--- src/rtl/bcd_seg7_scan_if.sv ---
// Bus between the modulo-N counter and the BCD display stage.
// Signals:
//   DIN  - unsigned binary value to display (IN_WIDTH bits)
//   LOAD - strobe; sample DIN this cycle
//   BUSY - conversion in progress
//   DONE - one-cycle pulse when the display register updates
//   AN   - active-low one-hot digit enables, AN[0] is units
//   SEG  - active-low segments {g,f,e,d,c,b,a}
// Modports: master drives DIN/LOAD, slave (the display stage) drives the rest.
interface bcd_seg7_scan_if #(
    parameter int unsigned IN_WIDTH = 8,
    parameter int unsigned DIGITS   = 4
);
    logic [IN_WIDTH-1:0] DIN;
    logic                LOAD;
    logic                BUSY;
    logic                DONE;
    logic [DIGITS-1:0]   AN;
    logic [6:0]          SEG;

    modport master (output DIN, output LOAD, input BUSY, input DONE, input AN, input SEG);
    modport slave  (input DIN, input LOAD, output BUSY, output DONE, output AN, output SEG);
endinterface

--- src/rtl/bcd_seg7_scan.sv ---
// Sequential binary-to-BCD converter (shift-add-3, one bit per clock)
// feeding a time-multiplexed active-low 7-segment digit scanner.
// Ports:
//   CLK - system clock, rising edge
//   RST - synchronous active-low reset
//   bus - bcd_seg7_scan_if.slave (DIN, LOAD in; BUSY, DONE, AN, SEG out)
// Optional feature macro: LEADING_ZERO_BLANK_EN blanks digits above the
// most significant non-zero digit (digit 0 is never blanked).
module bcd_seg7_scan #(
    parameter int unsigned IN_WIDTH = 8,
    parameter int unsigned DIGITS   = 4,
    parameter int unsigned SCAN_DIV = 100000
) (
    input  logic              CLK,
    input  logic              RST,
    bcd_seg7_scan_if.slave    bus
);
    localparam int unsigned BCD_W = 4 * DIGITS;
    localparam int unsigned CNT_W = $clog2(IN_WIDTH + 1);
    localparam int unsigned PRE_W = (SCAN_DIV > 1) ? $clog2(SCAN_DIV) : 1;
    localparam int unsigned IDX_W = (DIGITS > 1) ? $clog2(DIGITS) : 1;

    // True when every IN_WIDTH-bit value fits in DIGITS decimal digits.
    function automatic bit range_ok();
        longint unsigned lim = 64'd1;
        for (int unsigned i = 0; i < DIGITS; i++) begin
            if (lim <= (64'd1 << 59)) lim = lim * 64'd10;
        end
        return (IN_WIDTH <= 62) && ((64'd1 << IN_WIDTH) <= lim);
    endfunction

    if (!range_ok()) begin : g_bad_range
        $error("bcd_seg7_scan: IN_WIDTH too wide for DIGITS");
    end
    if (SCAN_DIV < 2) begin : g_bad_div
        $error("bcd_seg7_scan: SCAN_DIV must be at least 2");
    end

    function automatic logic [6:0] seg_decode(input logic [3:0] n);
        case (n)
            4'd0:    return 7'b1000000;
            4'd1:    return 7'b1111001;
            4'd2:    return 7'b0100100;
            4'd3:    return 7'b0110000;
            4'd4:    return 7'b0011001;
            4'd5:    return 7'b0010010;
            4'd6:    return 7'b0000010;
            4'd7:    return 7'b1111000;
            4'd8:    return 7'b0000000;
            4'd9:    return 7'b0010000;
            default: return 7'b1111111;
        endcase
    endfunction

    typedef enum logic [1:0] {IDLE, SHIFT, COMMIT} state_t;

    state_t              state_q, state_d;
    logic [IN_WIDTH-1:0] shift_q, shift_d;
    logic [BCD_W-1:0]    scratch_q, scratch_d, adj;
    logic [CNT_W-1:0]    cnt_q, cnt_d;
    logic                pend_q, pend_d;
    logic [IN_WIDTH-1:0] pend_val_q, pend_val_d;
    logic [BCD_W-1:0]    disp_q, disp_d;
    logic                busy_q, busy_d;
    logic                done_q, done_d;

    // Converter next-state and datapath.
    always_comb begin
        state_d    = state_q;
        shift_d    = shift_q;
        scratch_d  = scratch_q;
        cnt_d      = cnt_q;
        pend_d     = pend_q;
        pend_val_d = pend_val_q;
        disp_d     = disp_q;
        done_d     = 1'b0;
        adj        = scratch_q;
        for (int i = 0; i < int'(DIGITS); i++) begin
            if (scratch_q[4*i +: 4] >= 4'd5) adj[4*i +: 4] = scratch_q[4*i +: 4] + 4'd3;
        end
        case (state_q)
            IDLE: begin
                if (bus.LOAD) begin
                    shift_d   = bus.DIN;
                    scratch_d = '0;
                    cnt_d     = '0;
                    state_d   = SHIFT;
                end
            end
            SHIFT: begin
                {scratch_d, shift_d} = {adj, shift_q} << 1;
                cnt_d = cnt_q + CNT_W'(1);
                if (cnt_q == CNT_W'(IN_WIDTH - 1)) state_d = COMMIT;
                if (bus.LOAD) begin
                    pend_d     = 1'b1;
                    pend_val_d = bus.DIN;
                end
            end
            COMMIT: begin
                disp_d = scratch_q;
                done_d = 1'b1;
                // A LOAD coinciding with COMMIT is newer than any pending value.
                if (bus.LOAD || pend_q) begin
                    shift_d   = bus.LOAD ? bus.DIN : pend_val_q;
                    scratch_d = '0;
                    cnt_d     = '0;
                    pend_d    = 1'b0;
                    state_d   = SHIFT;
                end else begin
                    state_d = IDLE;
                end
            end
            default: state_d = IDLE;
        endcase
        busy_d = (state_d != IDLE);
    end

    // Converter state register.
    always_ff @(posedge CLK) begin
        if (!RST) begin
            state_q    <= IDLE;
            shift_q    <= '0;
            scratch_q  <= '0;
            cnt_q      <= '0;
            pend_q     <= 1'b0;
            pend_val_q <= '0;
            disp_q     <= '0;
            busy_q     <= 1'b0;
            done_q     <= 1'b0;
        end else begin
            state_q    <= state_d;
            shift_q    <= shift_d;
            scratch_q  <= scratch_d;
            cnt_q      <= cnt_d;
            pend_q     <= pend_d;
            pend_val_q <= pend_val_d;
            disp_q     <= disp_d;
            busy_q     <= busy_d;
            done_q     <= done_d;
        end
    end

    logic [PRE_W-1:0]  presc_q, presc_d;
    logic [IDX_W-1:0]  idx_q, idx_d;
    logic [DIGITS-1:0] an_q, an_d;
    logic [6:0]        seg_q, seg_d;
    logic [3:0]        nib;
`ifdef LEADING_ZERO_BLANK_EN
    logic [IDX_W-1:0]  msd;
`endif

    // Scanner: prescaler, digit index and segment decode.
    always_comb begin
        presc_d = presc_q + PRE_W'(1);
        idx_d   = idx_q;
        if (presc_q == PRE_W'(SCAN_DIV - 1)) begin
            presc_d = '0;
            idx_d   = (idx_q == IDX_W'(DIGITS - 1)) ? '0 : idx_q + IDX_W'(1);
        end
        an_d = '1;
        nib  = 4'd0;
        for (int i = 0; i < int'(DIGITS); i++) begin
            if (idx_q == IDX_W'(i)) begin
                an_d[i] = 1'b0;
                nib     = disp_q[4*i +: 4];
            end
        end
        seg_d = seg_decode(nib);
`ifdef LEADING_ZERO_BLANK_EN
        msd = '0;
        for (int i = 0; i < int'(DIGITS); i++) begin
            if (disp_q[4*i +: 4] != 4'd0) msd = IDX_W'(i);
        end
        if (idx_q > msd) seg_d = 7'b1111111;
`endif
    end

    // Scanner registers.
    always_ff @(posedge CLK) begin
        if (!RST) begin
            presc_q <= '0;
            idx_q   <= '0;
            an_q    <= '1;
            seg_q   <= 7'b1111111;
        end else begin
            presc_q <= presc_d;
            idx_q   <= idx_d;
            an_q    <= an_d;
            seg_q   <= seg_d;
        end
    end

    assign bus.BUSY = busy_q;
    assign bus.DONE = done_q;
    assign bus.AN   = an_q;
    assign bus.SEG  = seg_q;
endmodule

--- src/flat_wrapper.sv ---
// flat-port wrapper written by rule: the top's interface ports become plain ports
module bcd_seg7_scan_flat 
#(
    parameter int unsigned IN_WIDTH = 8,
    parameter int unsigned DIGITS   = 4,
    parameter int unsigned SCAN_DIV = 100000
)
  (CLK, RST, bus_DIN, bus_LOAD, bus_BUSY, bus_DONE, bus_AN, bus_SEG);
  bcd_seg7_scan_if #(.IN_WIDTH(IN_WIDTH), .DIGITS(DIGITS)) bus_i ();
  input  logic CLK;
  input  logic RST;
  input wire logic [$bits(bus_i.DIN)-1:0] bus_DIN;
  input wire logic [$bits(bus_i.LOAD)-1:0] bus_LOAD;
  output wire logic [$bits(bus_i.BUSY)-1:0] bus_BUSY;
  output wire logic [$bits(bus_i.DONE)-1:0] bus_DONE;
  output wire logic [$bits(bus_i.AN)-1:0] bus_AN;
  output wire logic [$bits(bus_i.SEG)-1:0] bus_SEG;
  assign bus_i.DIN = bus_DIN;
  assign bus_i.LOAD = bus_LOAD;
  assign bus_BUSY = bus_i.BUSY;
  assign bus_DONE = bus_i.DONE;
  assign bus_AN = bus_i.AN;
  assign bus_SEG = bus_i.SEG;
  bcd_seg7_scan #(.IN_WIDTH(IN_WIDTH), .DIGITS(DIGITS), .SCAN_DIV(SCAN_DIV)) u_core (.CLK(CLK), .RST(RST), .bus(bus_i));
endmodule
--- config.mk ---
export PLATFORM = sky130hd
export DESIGN_NAME = bcd_seg7_scan_flat
export DESIGN_NICKNAME = d
export VERILOG_FILES = /design/src/rtl/bcd_seg7_scan_if.sv /design/src/rtl/bcd_seg7_scan.sv /design/src/flat_wrapper.sv
export SDC_FILE = /design/constraint.sdc
export NUM_CORES = 1
export LEC_CHECK = 0
export BUFFER_PORTS_ARGS = -buffer_cell sky130_fd_sc_hd__buf_2
export CORE_ASPECT_RATIO = 0.75
export CORE_MARGIN = 3
export CORE_UTILIZATION = 50
export CTS_CLUSTER_SIZE = 24
export DETAILED_ROUTE_END_ITERATION = 16
export MAX_ROUTING_LAYER = met4
export PLACE_DENSITY = 0.7
export SETUP_SLACK_MARGIN = 0.3
export SKIP_CTS_REPAIR_TIMING = 1
export SLEW_MARGIN = 30
export SYNTH_ARGS = -nofsm -noshare
export SYNTH_HDL_FRONTEND = slang
export SYNTH_SLANG_ARGS = --single-unit
--- constraint.sdc ---
create_clock -name CLK -period 1.9 [get_ports CLK]
set_clock_uncertainty 0.2 [all_clocks]
set_input_delay 0.095 -clock CLK [delete_from_list [all_inputs] [get_ports CLK]]
set_output_delay 0.095 -clock CLK [all_outputs]
set_load 0.01 [all_outputs]
Word level (Yosys, flattened, before mapping)
Memory sizes are Yosys's and may differ from the RTL's. A register that Yosys moved wholly into a read port is not among the register bits. Cells that the tools add are included.

Bits in registers: 80. Bits in read-only memories: 112. Input bits: 11. Output and inout port bits: 13. Logic and storage cells: 76. Memories kept: 1.

$add $sub $neg: 7. $lt $le $gt $ge: 4. Equal/unequal tests: 10. Muxes and demuxes: 31. Bitwise gates (word level): 1. Reductions and logical operators: 10.

Memory list: (no name shown) (words 16, width 7, read ports 1, clocked after memory_dff 1, wr ports 0, line bcd_seg7_scan.sv:40) `case (n)`.

Operators with widths (count): $pmux W16 S3 (1); $mux W4 (9); $mux W16 (2); $mux W8 (3); $pmux W8 S3 (1); $add A17 B1 Y17 const B (1); $eq A17 B17 Y1 const B (1); $ge A4 B3 Y1 const B (4); $add A4 B2 Y4 const B (3); $pmux W4 S3 (1); $mux W1 (8); $eq A2 B2 Y1 const B (3); $mux W2 (3); $pmux W2 S3 (1); $reduce_and A3 Y1 (2); $add A4 B1 Y4 const B (1); $eq A2 B1 Y1 const B (2); $eq A4 B3 Y1 const B (1); $logic_not A2 Y1 (2); $ne A2 B2 Y1 const B (2); $reduce_bool A2 Y1 (2); $add A3 B2 Y3 const B (1); $mux W3 (1); $reduce_bool A3 Y1 (1); other kinds (7) (7).

Depth between registers and ports, before layout
Gate-level depths: netlist of run 1.

Depth in word-level cells: 5. Gate-level depth with buffers: 10. Gate-level depth less buffers: 8.

Least setup slack after synthesis of run 1
OpenSTA, ideal clock, no wires.

Path type: register to register. Start: register u_core.state_q[0]. End: register u_core.shift_q[0]. Library setup time: 125 ps. Arrival: 1746 ps. Required time: 1575 ps. Slack: -171 ps. Stages on the path, launching flop included: 11. Path buffers: 3. Clock period less this slack: 2071 ps. Cell sequence: dfxtp_1 inv_1 ha_1 buf_6 nand2b_1 a21oi_2 or2_2 buf_4 buf_4 a221oi_1 nor3b_1.

Cells in the longest elaborated chain, start to end: 3. Elaborated cells between the ends (all ways): 8. Classes of those cells: eq/ne (4); mux (1); reduce/logical (3).

RTL lines: start: declaration (line bcd_seg7_scan.sv:57) `state_t state_q, state_d;`; start signal: assignment (line bcd_seg7_scan.sv:131) `state_q <= state_d;`; $eq A2 B2 Y1 (tied with other cells) (line bcd_seg7_scan.sv:81) `case (state_q)`; $ne A2 B1 Y1 (no line) (tied with other cells); $reduce_and A3 Y1 (no line); end signal: assignment (line bcd_seg7_scan.sv:132) `shift_q <= shift_d;`; end: declaration (line bcd_seg7_scan.sv:58) `logic [IN_WIDTH-1:0] shift_q, shift_d;`.

Parallel ways exist; a longest one is shown, timed or not. A chain may end at the register's enable or synchronous reset.

Worst setup path after layout of run 1
Start: register u_core.idx_q[1]. End: register u_core.seg_q[6] (netlist: u_core.bus.SEG[6]).

Cells in the longest elaborated chain, start to end: 5. Elaborated cells between the ends (all ways): 8. Classes of those cells: eq/ne (3); mux (4); reduce/logical (1).

RTL lines: start: declaration (line bcd_seg7_scan.sv:144) `logic [IDX_W-1:0] idx_q, idx_d;`; start signal: assignment (line bcd_seg7_scan.sv:187) `idx_q <= idx_d;`; $logic_not A2 Y1 (line bcd_seg7_scan.sv:163) `if (idx_q == IDX_W'(i)) begin`; $mux W4 (3 in a row) (line bcd_seg7_scan.sv:163); $mux W4 (*) (line bcd_seg7_scan.sv:163); end: declaration (line bcd_seg7_scan.sv:146) `logic [6:0] seg_q, seg_d;`.

Mark *: on every way between the ends. The rest lies on a longest branch, timed or not.

==> flow_summary.json, run 1 <==
{
  "worst_pin_slew_ps": 518,
  "routed-via-count": 3503,
  "holdWs_ps": 75.2,
  "die_h_um": 85.6,
  "dpl_cell_area_um2": 4760,
  "synth-seq-cells": 87,
  "synthTopCellsByCount": "dfxtp_1, nor2_1, nand2_1, nor2b_1, nand3_1",
  "yosysSeqAreaShare": 0.412,
  "wire_per_inst_um": 14.9,
  "path_cells": "inv_4, ha_4, buf_6, nand3b_1, a211oi_4, xor2_1, and3_1, a21oi_1",
  "synth_warnings": 0,
  "timing.fmax_ghz": 0.495,
  "crit_path_max_fanout": 6,
  "dr_wl_met2_um": 4220,
  "final_util": 0.702,
  "rsz0062_at_grt": "true",
  "syn_nets": 497,
  "hold_viol": 0,
  "via_per_inst": 5.44,
  "wl_met1_um": 4780,
  "synth_top_cell_by_area": "dfxtp_1",
  "yosys.area.top_type_share": 0.412,
  "p_leak_nw": 2.08,
  "layout_setup_ws_ps": -121,
  "clock_latency_ps": 340,
  "cts_tree": "yes",
  "slew_headroom": 0.655,
  "cap_viol_max_count": 0,
  "setup_viol": 7,
  "initial_core_util": 0.524,
  "path_buf_inv": 2,
  "pin_count": 24,
  "ys_async_sr_fraction": 0,
  "grt_pass1_vias": 3191,
  "cp.required_ps": 1910,
  "cts_sinks": 87,
  "antenna_left": 0,
  "gp_congestion": 0.816,
  "ys_top_cells_by_area": "dfxtp_1, ha_1, mux2i_1",
  "arrival_ps": 2030,
  "drc": 0,
  "dieArea_um2": 9600,
  "grt_pass1_wl_um": 15100,
  "start_kind": "flip-flop",
  "grtUsageTotal": 0.198,
  "cts_buffers": 9,
  "hpwl_um": 5950,
  "vdd_drop_max_v": 0.000492,
  "crit_family": "compound AO/OA/AOI/OAI gates",
  "crit_type": "reg2reg",
  "cts_buffer_depth": 2,
  "drtIter0Drc": 241,
  "synth_cells": 467,
  "period_minus_slack_ps": 2020,
  "drive_above_1_share": 0.356,
  "antenna_found_initial": 0,
  "diodes": 0,
  "rows": 28,
  "wl_met3_um": 451,
  "clkSlewWorstSetupHoldPaths_ps": 60,
  "fin_area_um2": 5660,
  "min_path_type": "in2reg",
  "fin_nets": 566,
  "status": "finished with violations",
  "top_layer": "met4",
  "cts_root_buffer": "clkbuf_16",
  "grt_max_degree": 29,
  "avgSynthCellArea_um2": 9.05,
  "portBuffers": 23,
  "final.fill_count": 596,
  "synth.distinct_cells": 47,
  "slowest_delay_ps": 380,
  "fin_crit_sh": 1.06,
  "htree_levels": 3,
  "violations": "negative setup slack",
  "netlist_area_um2": 4220,
  "grt_overflow": 0,
  "firstDrtPassIters": 4,
  "wl_um": 9610,
  "ys_dominant_reg_cell": "dfxtp_1",
  "cp-end-kind": "flip-flop",
  "slew_viol_final": 0,
  "fp.coreArea_um2": 8060,
  "powerDensity_nw_per_um2": 749,
  "areaGrowthSynthToFinish_pct": 34.0,
  "slowest_stage": "a211oi_4",
  "die_w_um": 112,
  "yosysMostFrequentCell": "dfxtp_1",
  "synth_edf_count": 0
}
layout make-up:
| type | count | area [um^2] | area share |
|---|---|---|---|
| Multi-Input combinational cell | 341 | 2730 | 0.482 |
| Clock inverter | 3 | 65.1 | 0.0115 |
| Clock buffer | 11 | 264 | 0.0467 |
| Inverter | 18 | 80.1 | 0.0141 |
| Tap cell | 105 | 131 | 0.0232 |
| Timing Repair Buffer | 79 | 623 | 0.110 |
| Sequential cell | 87 | 1770 | 0.312 |
flip-flops by register name (all words and copies together) (netlist names):
| signal | flops |
|---|---|
| u_core.presc_q | 17 |
| u_core.disp_q | 16 |
| u_core.scratch_q | 16 |
| u_core.pend_val_q | 8 |
| u_core.shift_q | 8 |
| u_core.bus.SEG | 7 |
| u_core.bus.AN | 4 |
| u_core.cnt_q | 4 |
| u_core.idx_q | 2 |
| u_core.state_q | 2 |
| u_core.bus.BUSY | 1 |
| u_core.bus.DONE | 1 |
| u_core.pend_q | 1 |
metal layers:
layer / track usage / vias up
met1: 0.267 / 1636
met2: 0.289 / 81
met5: - / -
met3: 0.0536 / 17
li1: - / 1769
met4: 0.0688 / 0
layout by cell type (no fill, tap or decap), drive strengths merged, types with 4 or more instances in the layout:
| cell | netlist | final |
|---|---|---|
| o31ai | 8 | 8 |
| nand3b | 4 | 4 |
| or2 | 2 | 5 |
| dlygate4sd3 | 0 | 9 |
| nand4 | 5 | 5 |
| xnor2 | 11 | 11 |
| nor3 | 8 | 8 |
| ha | 19 | 19 |
| nor3b | 5 | 5 |
| nand2b | 9 | 9 |
| inv | 18 | 18 |
| and2 | 5 | 5 |
| buf | 10 | 70 |
| a21oi | 13 | 13 |
| and3 | 4 | 4 |
| a211oi | 7 | 7 |
| a21boi | 17 | 17 |
| clkbuf | 14 | 11 |
| nand2 | 34 | 34 |
| mux2 | 7 | 7 |
| nor2 | 39 | 39 |
| dfxtp | 87 | 87 |
| a221oi | 8 | 8 |
| nor2b | 33 | 33 |
| nand3 | 27 | 27 |
| mux2i | 23 | 23 |
| a22oi | 8 | 8 |
| xor2 | 9 | 9 |
| o21ai | 20 | 20 |
cells by family (layout without fill, tap and decap cells):
kind of cell               after synthesis  in the layout  synth area share
AOI/OAI and AO/OA                       88             88             0.143
xor gates and xnor gates                20             20            0.0415
adders and majority gates               19             19            0.0563
buffers and inverters                   42            111            0.0489
DFF                                     87             87             0.412
muxes                                   30             30            0.0732
and+or+nand+nor                        181            184             0.225
stage by stage:
step / worst slack, ps / cells / setup TNS [ps] / total power, mW
final: -121 / 644 / -409 / 4.24
after floorplan: -32.7 / 467 / -36.6 / 2.16
after CTS: -175 / 610 / -1650 / 4.18
after global routing: -170 / 644 / -1360 / 4.41
after global placement: -59.8 / 596 / -167 / 2.23
after detailed placement: -153 / 596 / -1210 / 2.23
power breakdown:
| group | leakage [nW] | switching [mW] | total [mW] | internal, mW |
|---|---|---|---|---|
| sequential | 0.712 | 0.0277 | 1.89 | 1.86 |
| combinational | 1.20 | 0.210 | 0.396 | 0.186 |
| clock | 0.163 | 0.702 | 1.95 | 1.25 |
final timing paths:
path                                            from                   end  slack, ps  depth (start not counted)
worst max-delay path                 u_core.idx_q[1]     u_core.bus.SEG[6]       -120                          8
worst min-delay path                        bus_LOAD  u_core.pend_val_q[7]         80                          3
worst max register to register       u_core.idx_q[1]     u_core.bus.SEG[6]       -120                          8
worst min register to register  u_core.pend_val_q[5]  u_core.pend_val_q[5]        260                          2
worst register-to-register path: stages, from the launching register on:
cell,delay (ps)
dfxtp_4,370
inv_4,40
ha_4,170
buf_6,120
nand3b_1,200
a211oi_4,380
xor2_1,200
and3_1,170
a21oi_1,40
Note: power is estimated with default switching activity, not from simulation.
==> run 2: changes to the inputs <==
Settings changed: CORE_UTILIZATION 50 to 43, PLACE_DENSITY 0.7 to unset.
==> run 2 against run 1 <==
  * Power is 5.5% higher
  * Utilization shrank 8.1 points
  * Critical path type unchanged
  * Count of clock-buffer cells in the layout stayed put
  * First-iteration DRC count down 50%
  * Largest power group unchanged
  * Via count fell by 0.94%
  * Register-to-register slack gained 40 ps
  * The flow still finishes with violations (negative setup slack)
  * Highest routed layer unchanged
==> flow_summary.json, run 2 (synthesis results as in run 1) <==
{
  "min_path_type": "in2reg",
  "pwr-share-seq": 0.423,
  "drive_above_1_share": 0.351,
  "grt_pass1_vias": 3128,
  "fin_crit_sh": 1.04,
  "fp.coreArea_um2": 9310,
  "cp.required_ps": 1920,
  "rsz0062_at_grt": "true",
  "cts_buffer_depth": 2,
  "p_leak_nw": 2.10,
  "pwr-share-comb": 0.091,
  "slowest_stage": "dfxtp_4",
  "die_w_um": 120,
  "status": "finished with violations",
  "violations": "negative setup slack",
  "layout_common_cells": "dfxtp_1, buf_4, nor2b_1",
  "drtIter0Drc": 121,
  "via_per_inst": 5.20,
  "cap_viol_max_count": 0,
  "gp_congestion": 0.810,
  "dieArea_um2": 11100,
  "hpwl_um": 6080,
  "diodes": 0,
  "cts_root_buffer": "clkbuf_16",
  "antenna_left": 0,
  "firstDrtPassIters": 4,
  "path_cells": "inv_4, ha_4, buf_4, a211oi_2, a211oi_2, nor2_1, o21a_1, o21ai_0",
  "cp-end-kind": "flip-flop",
  "layout_setup_ws_ps": -76.2,
  "die_h_um": 91.8,
  "powerDensity_nw_per_um2": 773,
  "totalPowerFinal_mw": 4.47,
  "htree_levels": 3,
  "pin_count": 24,
  "pwr-share-clk": 0.486,
  "slowest_delay_ps": 380,
  "reg2reg_depth": 8,
  "setup_viol": 7,
  "fin_area_um2": 5780,
  "sw_frac_of_total": 0.215,
  "regArea_um2": 1770,
  "crit_path_max_fanout": 8,
  "largest_reg_flops": 17,
  "grtUsageTotal": 0.170,
  "cp_common_cell": "a211oi_2",
  "grt_overflow": 0,
  "portBuffers": 23,
  "antenna_found_initial": 0,
  "wire_per_inst_um": 14.7,
  "worst_pin_slew_ps": 462,
  "arrival_ps": 1990,
  "initial_core_util": 0.454,
  "rrSetupSlack_ps": -80,
  "max_flop_register": "u_core.presc_q",
  "timing.fmax_ghz": 0.506,
  "rows": 30,
  "areaGrowthSynthToFinish_pct": 36.9,
  "period_minus_slack_ps": 1980,
  "top_regs": "u_core.presc_q (17), u_core.disp_q (16), u_core.scratch_q (16)",
  "wl_um": 9830,
  "routed-via-count": 3470,
  "slew_headroom": 0.692,
  "p_int_mw": 3.51,
  "fin_nets": 564,
  "dpl_cell_area_um2": 4810,
  "grt_max_degree": 47,
  "slew_viol_final": 0,
  "drc": 0,
  "clock_latency_ps": 340,
  "endpoint": "u_core.bus.SEG[5]",
  "final.fill_count": 823,
  "grt_pass1_wl_um": 15000,
  "switchingPower_uw": 960,
  "cts_sinks": 87,
  "start_kind": "flip-flop",
  "cts_buffers": 9,
  "cts_tree": "yes",
  "multi_input_area_um2": 2750,
  "regToRegEndpoint": "u_core.bus.SEG[5]",
  "crit_type": "reg2reg",
  "vdd_drop_max_v": 0.000484,
  "clkSlewWorstSetupHoldPaths_ps": 60,
  "startpoint": "u_core.idx_q[1]",
  "hold_viol": 0,
  "mostFrequentLayoutCell": "dfxtp_1",
  "timing.rr.start": "u_core.idx_q[1]"
}
-- run 2: worst min path at each step --
| stage | from | endpoint | cells after the start |
|---|---|---|---|
| floorplan | bus_DIN[5] | u_core.pend_val_q[5] | 2 |
| global placement | bus_DIN[1] | u_core.pend_val_q[1] | 3 |
| detailed placement | bus_DIN[1] | u_core.pend_val_q[1] | 3 |
| CTS | bus_DIN[6] | u_core.pend_val_q[6] | 3 |
| global route | bus_LOAD | u_core.pend_val_q[1] | 3 |
| finish | bus_LOAD | u_core.pend_val_q[1] | 3 |
-- run 2: cell type report --
| class | count | area share |
|---|---|---|
| sequential | 87 | 0.306 |
| clock buffer | 11 | 0.0420 |
| multi-input combinational | 340 | 0.475 |
| tap | 128 | 0.0277 |
| timing repair buffer | 78 | 0.113 |
| clock inverter | 5 | 0.0223 |
| inverter | 18 | 0.0138 |
-- run 2: power by group through the flow --
stage | logic, mW | clock network (mW) | registers [mW]
after floorplan | 0.221 | 0 | 1.94
after global placement | 0.301 | 0 | 1.93
after detailed placement | 0.303 | 0 | 1.94
after CTS | 0.305 | 2.23 | 1.89
after global routing | 0.439 | 2.31 | 1.90
final | 0.406 | 2.17 | 1.89
-- run 2: critical path, delay by kind of cell (launching register included) --
family                     cells  cell delay [ps]
adders and majority gates      1              180
AOI/OAI and AO/OA              4              730
DFF                            1              380
and+or+nand+nor                1              170
buffers and inverters          2              190
-- run 2: stage by stage --
step                 util  instances  setup TNS (ps)  worst slack [ps]  hold slack [ps]
detailed placement  0.517        622           -1190              -127              204
finish              0.621        667            -302             -76.2             59.0
global route        0.621        667           -1150              -189             76.9
floorplan               -        467           -36.6             -32.7             66.6
global placement    0.517        622            -179             -54.0              196
CTS                 0.557        638           -1790              -143             -160
-- run 2: per-layer routing --
metal,global-route usage,wire length (um),share of wire,up-vias
met5,-,0,0,-
met4,0.0519,93,0.0095,0
met3,0.0425,441,0.045,12
met2,0.244,4340,0.44,60
met1,0.237,4950,0.50,1639
li1,-,-,-,1759
==> run 3: changes to the inputs <==
Settings changed: CTS_BUF_LIST set to sky130_fd_sc_hd__clkbuf_8.
==> run 3 against run 2 <==
  * The flow still finishes with violations (negative setup slack)
  * Via count down 0.81%
  * Clock power down 21%
  * Utilization down 1.1 points
  * Global-route usage about the same
  * Maximum frequency down 0.62%
  * Combinational power about the same
  * Count of clock-buffer cells in the layout down 1
  * Hold slack worse by 22 ps
  * Flip-flop and latch count unchanged
  * Final area down 1.8%
  * Critical endpoint unchanged
==> flow_summary.json, run 3 (synthesis results as in run 1) <==
{
  "drc": 0,
  "arrival_ps": 2040,
  "wl_um": 9640,
  "wire_per_inst_um": 14.5,
  "rows": 30,
  "cp-end-kind": "flip-flop",
  "crit_path_max_fanout": 8,
  "drtIter0Drc": 146,
  "placed_cells": 622,
  "path_buf_inv": 2,
  "cap_viol_max_count": 0,
  "crit_family": "compound AO/OA/AOI/OAI gates",
  "mostFrequentLayoutCell": "dfxtp_1",
  "cts_buffers": 9,
  "areaGrowthSynthToFinish_pct": 34.5,
  "setup_viol": 6,
  "vdd_drop_max_v": 0.000493,
  "dieArea_um2": 11100,
  "rsz0062_at_grt": "true",
  "top_regs": "u_core.presc_q (17), u_core.disp_q (16), u_core.scratch_q (16)",
  "drive_above_1_share": 0.355,
  "cts_sinks": 87,
  "fin_nets": 563,
  "die_w_um": 120,
  "fin_area_um2": 5680,
  "timing.fmax_ghz": 0.503,
  "p_leak_nw": 2.05,
  "htree_levels": 3,
  "rrSetupSlack_ps": -90,
  "cp.required_ps": 1950,
  "hold_viol": 0,
  "firstDrtPassIters": 4,
  "slowest_delay_ps": 390,
  "largest_reg_flops": 17,
  "cp_common_cell": "a211oi_2",
  "die_h_um": 91.8,
  "diodes": 0,
  "via_per_inst": 5.17,
  "violations": "negative setup slack",
  "layout_setup_ws_ps": -88.6,
  "cts_buffer_depth": 2,
  "slew_viol_final": 0,
  "max_flop_register": "u_core.presc_q",
  "status": "finished with violations",
  "slew_headroom": 0.673,
  "grt_pass1_wl_um": 14900,
  "grt_pass1_vias": 3067,
  "dpl_cell_area_um2": 4810,
  "min_path_type": "in2reg",
  "antenna_left": 0,
  "layout_common_cells": "dfxtp_1, buf_4, nor2b_1",
  "cts_tree": "yes",
  "pin_count": 24,
  "clkSlewWorstSetupHoldPaths_ps": 90,
  "routed-via-count": 3442,
  "tns_ps": -385,
  "period_minus_slack_ps": 1990,
  "start_kind": "flip-flop",
  "grt_max_degree": 47,
  "final_cells": 666,
  "grt_overflow": 0,
  "fp.coreArea_um2": 9310,
  "fin_crit_sh": 1.05,
  "portBuffers": 23,
  "antenna_found_initial": 0,
  "worst_pin_slew_ps": 490,
  "clock_latency_ps": 370,
  "initial_core_util": 0.454,
  "gp_congestion": 0.810,
  "grtUsageTotal": 0.170,
  "path_cells": "inv_4, ha_4, buf_4, a211oi_2, a211oi_2, nor2_1, o21a_1, o21ai_0",
  "powerDensity_nw_per_um2": 706,
  "hpwl_um": 6080,
  "cts_root_buffer": "clkbuf_8",
  "slowest_stage": "dfxtp_4",
  "crit_type": "reg2reg"
}
==> run 3: changes by cell type in the layout (fill, tap and decap cells not counted), sizes merged <==
cell | before | now
buf | 68 | 67
inv | 18 | 19
clkbuf | 12 | 11
==> run 3: area by class of cell <==
cell class | instances | area (um^2)
fillers | 849 | 3630
multi-input cells | 340 | 2770
flip-flops and latches | 87 | 1770
repair buffers | 77 | 637
well taps | 128 | 160
clock buffers | 10 | 138
clock inverters | 6 | 133
inverters | 18 | 80.1
==> run 3: where the power goes <==
| part | switching, mW | internal, mW | total (mW) |
|---|---|---|---|
| logic | 0.215 | 0.189 | 0.404 |
| registers | 0.0277 | 1.86 | 1.89 |
| clock network | 0.680 | 1.04 | 1.72 |
==> run 3: worst paths after layout <==
check	start	end	depth (start not counted)
setup / recovery	u_core.idx_q[1]	u_core.bus.SEG[5]	8
setup reg to reg	u_core.idx_q[1]	u_core.bus.SEG[5]	8
hold / removal	bus_LOAD	u_core.pend_val_q[1]	3
hold reg to reg	u_core.presc_q[0]	u_core.presc_q[0]	1
==> run 3: metrics by stage <==
step / hold slack (ps) / utilization / setup WS, ps / total power, mW
final: 36.9 / 0.610 / -88.6 / 4.01
after global placement: 196 / 0.517 / -54.0 / 2.23
after global routing: 51.4 / 0.610 / -177 / 4.17
after floorplan: 66.6 / - / -32.7 / 2.16
after CTS: -203 / 0.546 / -150 / 3.95
after detailed placement: 204 / 0.517 / -127 / 2.24
==> run 3: worst min-delay path: stages <==
cell,delay [ps]
buf_2,260
nand3_1,140
a21boi_0,60
==> run 3: per-layer routing <==
metal | up-vias | share of wire | GRT usage
li1 | 1748 | - | -
met1 | 1629 | 0.50 | 0.241
met2 | 60 | 0.44 | 0.236
met3 | 5 | 0.049 | 0.0536
met4 | 0 | 0.0060 | 0.0377
met5 | - | 0 | -
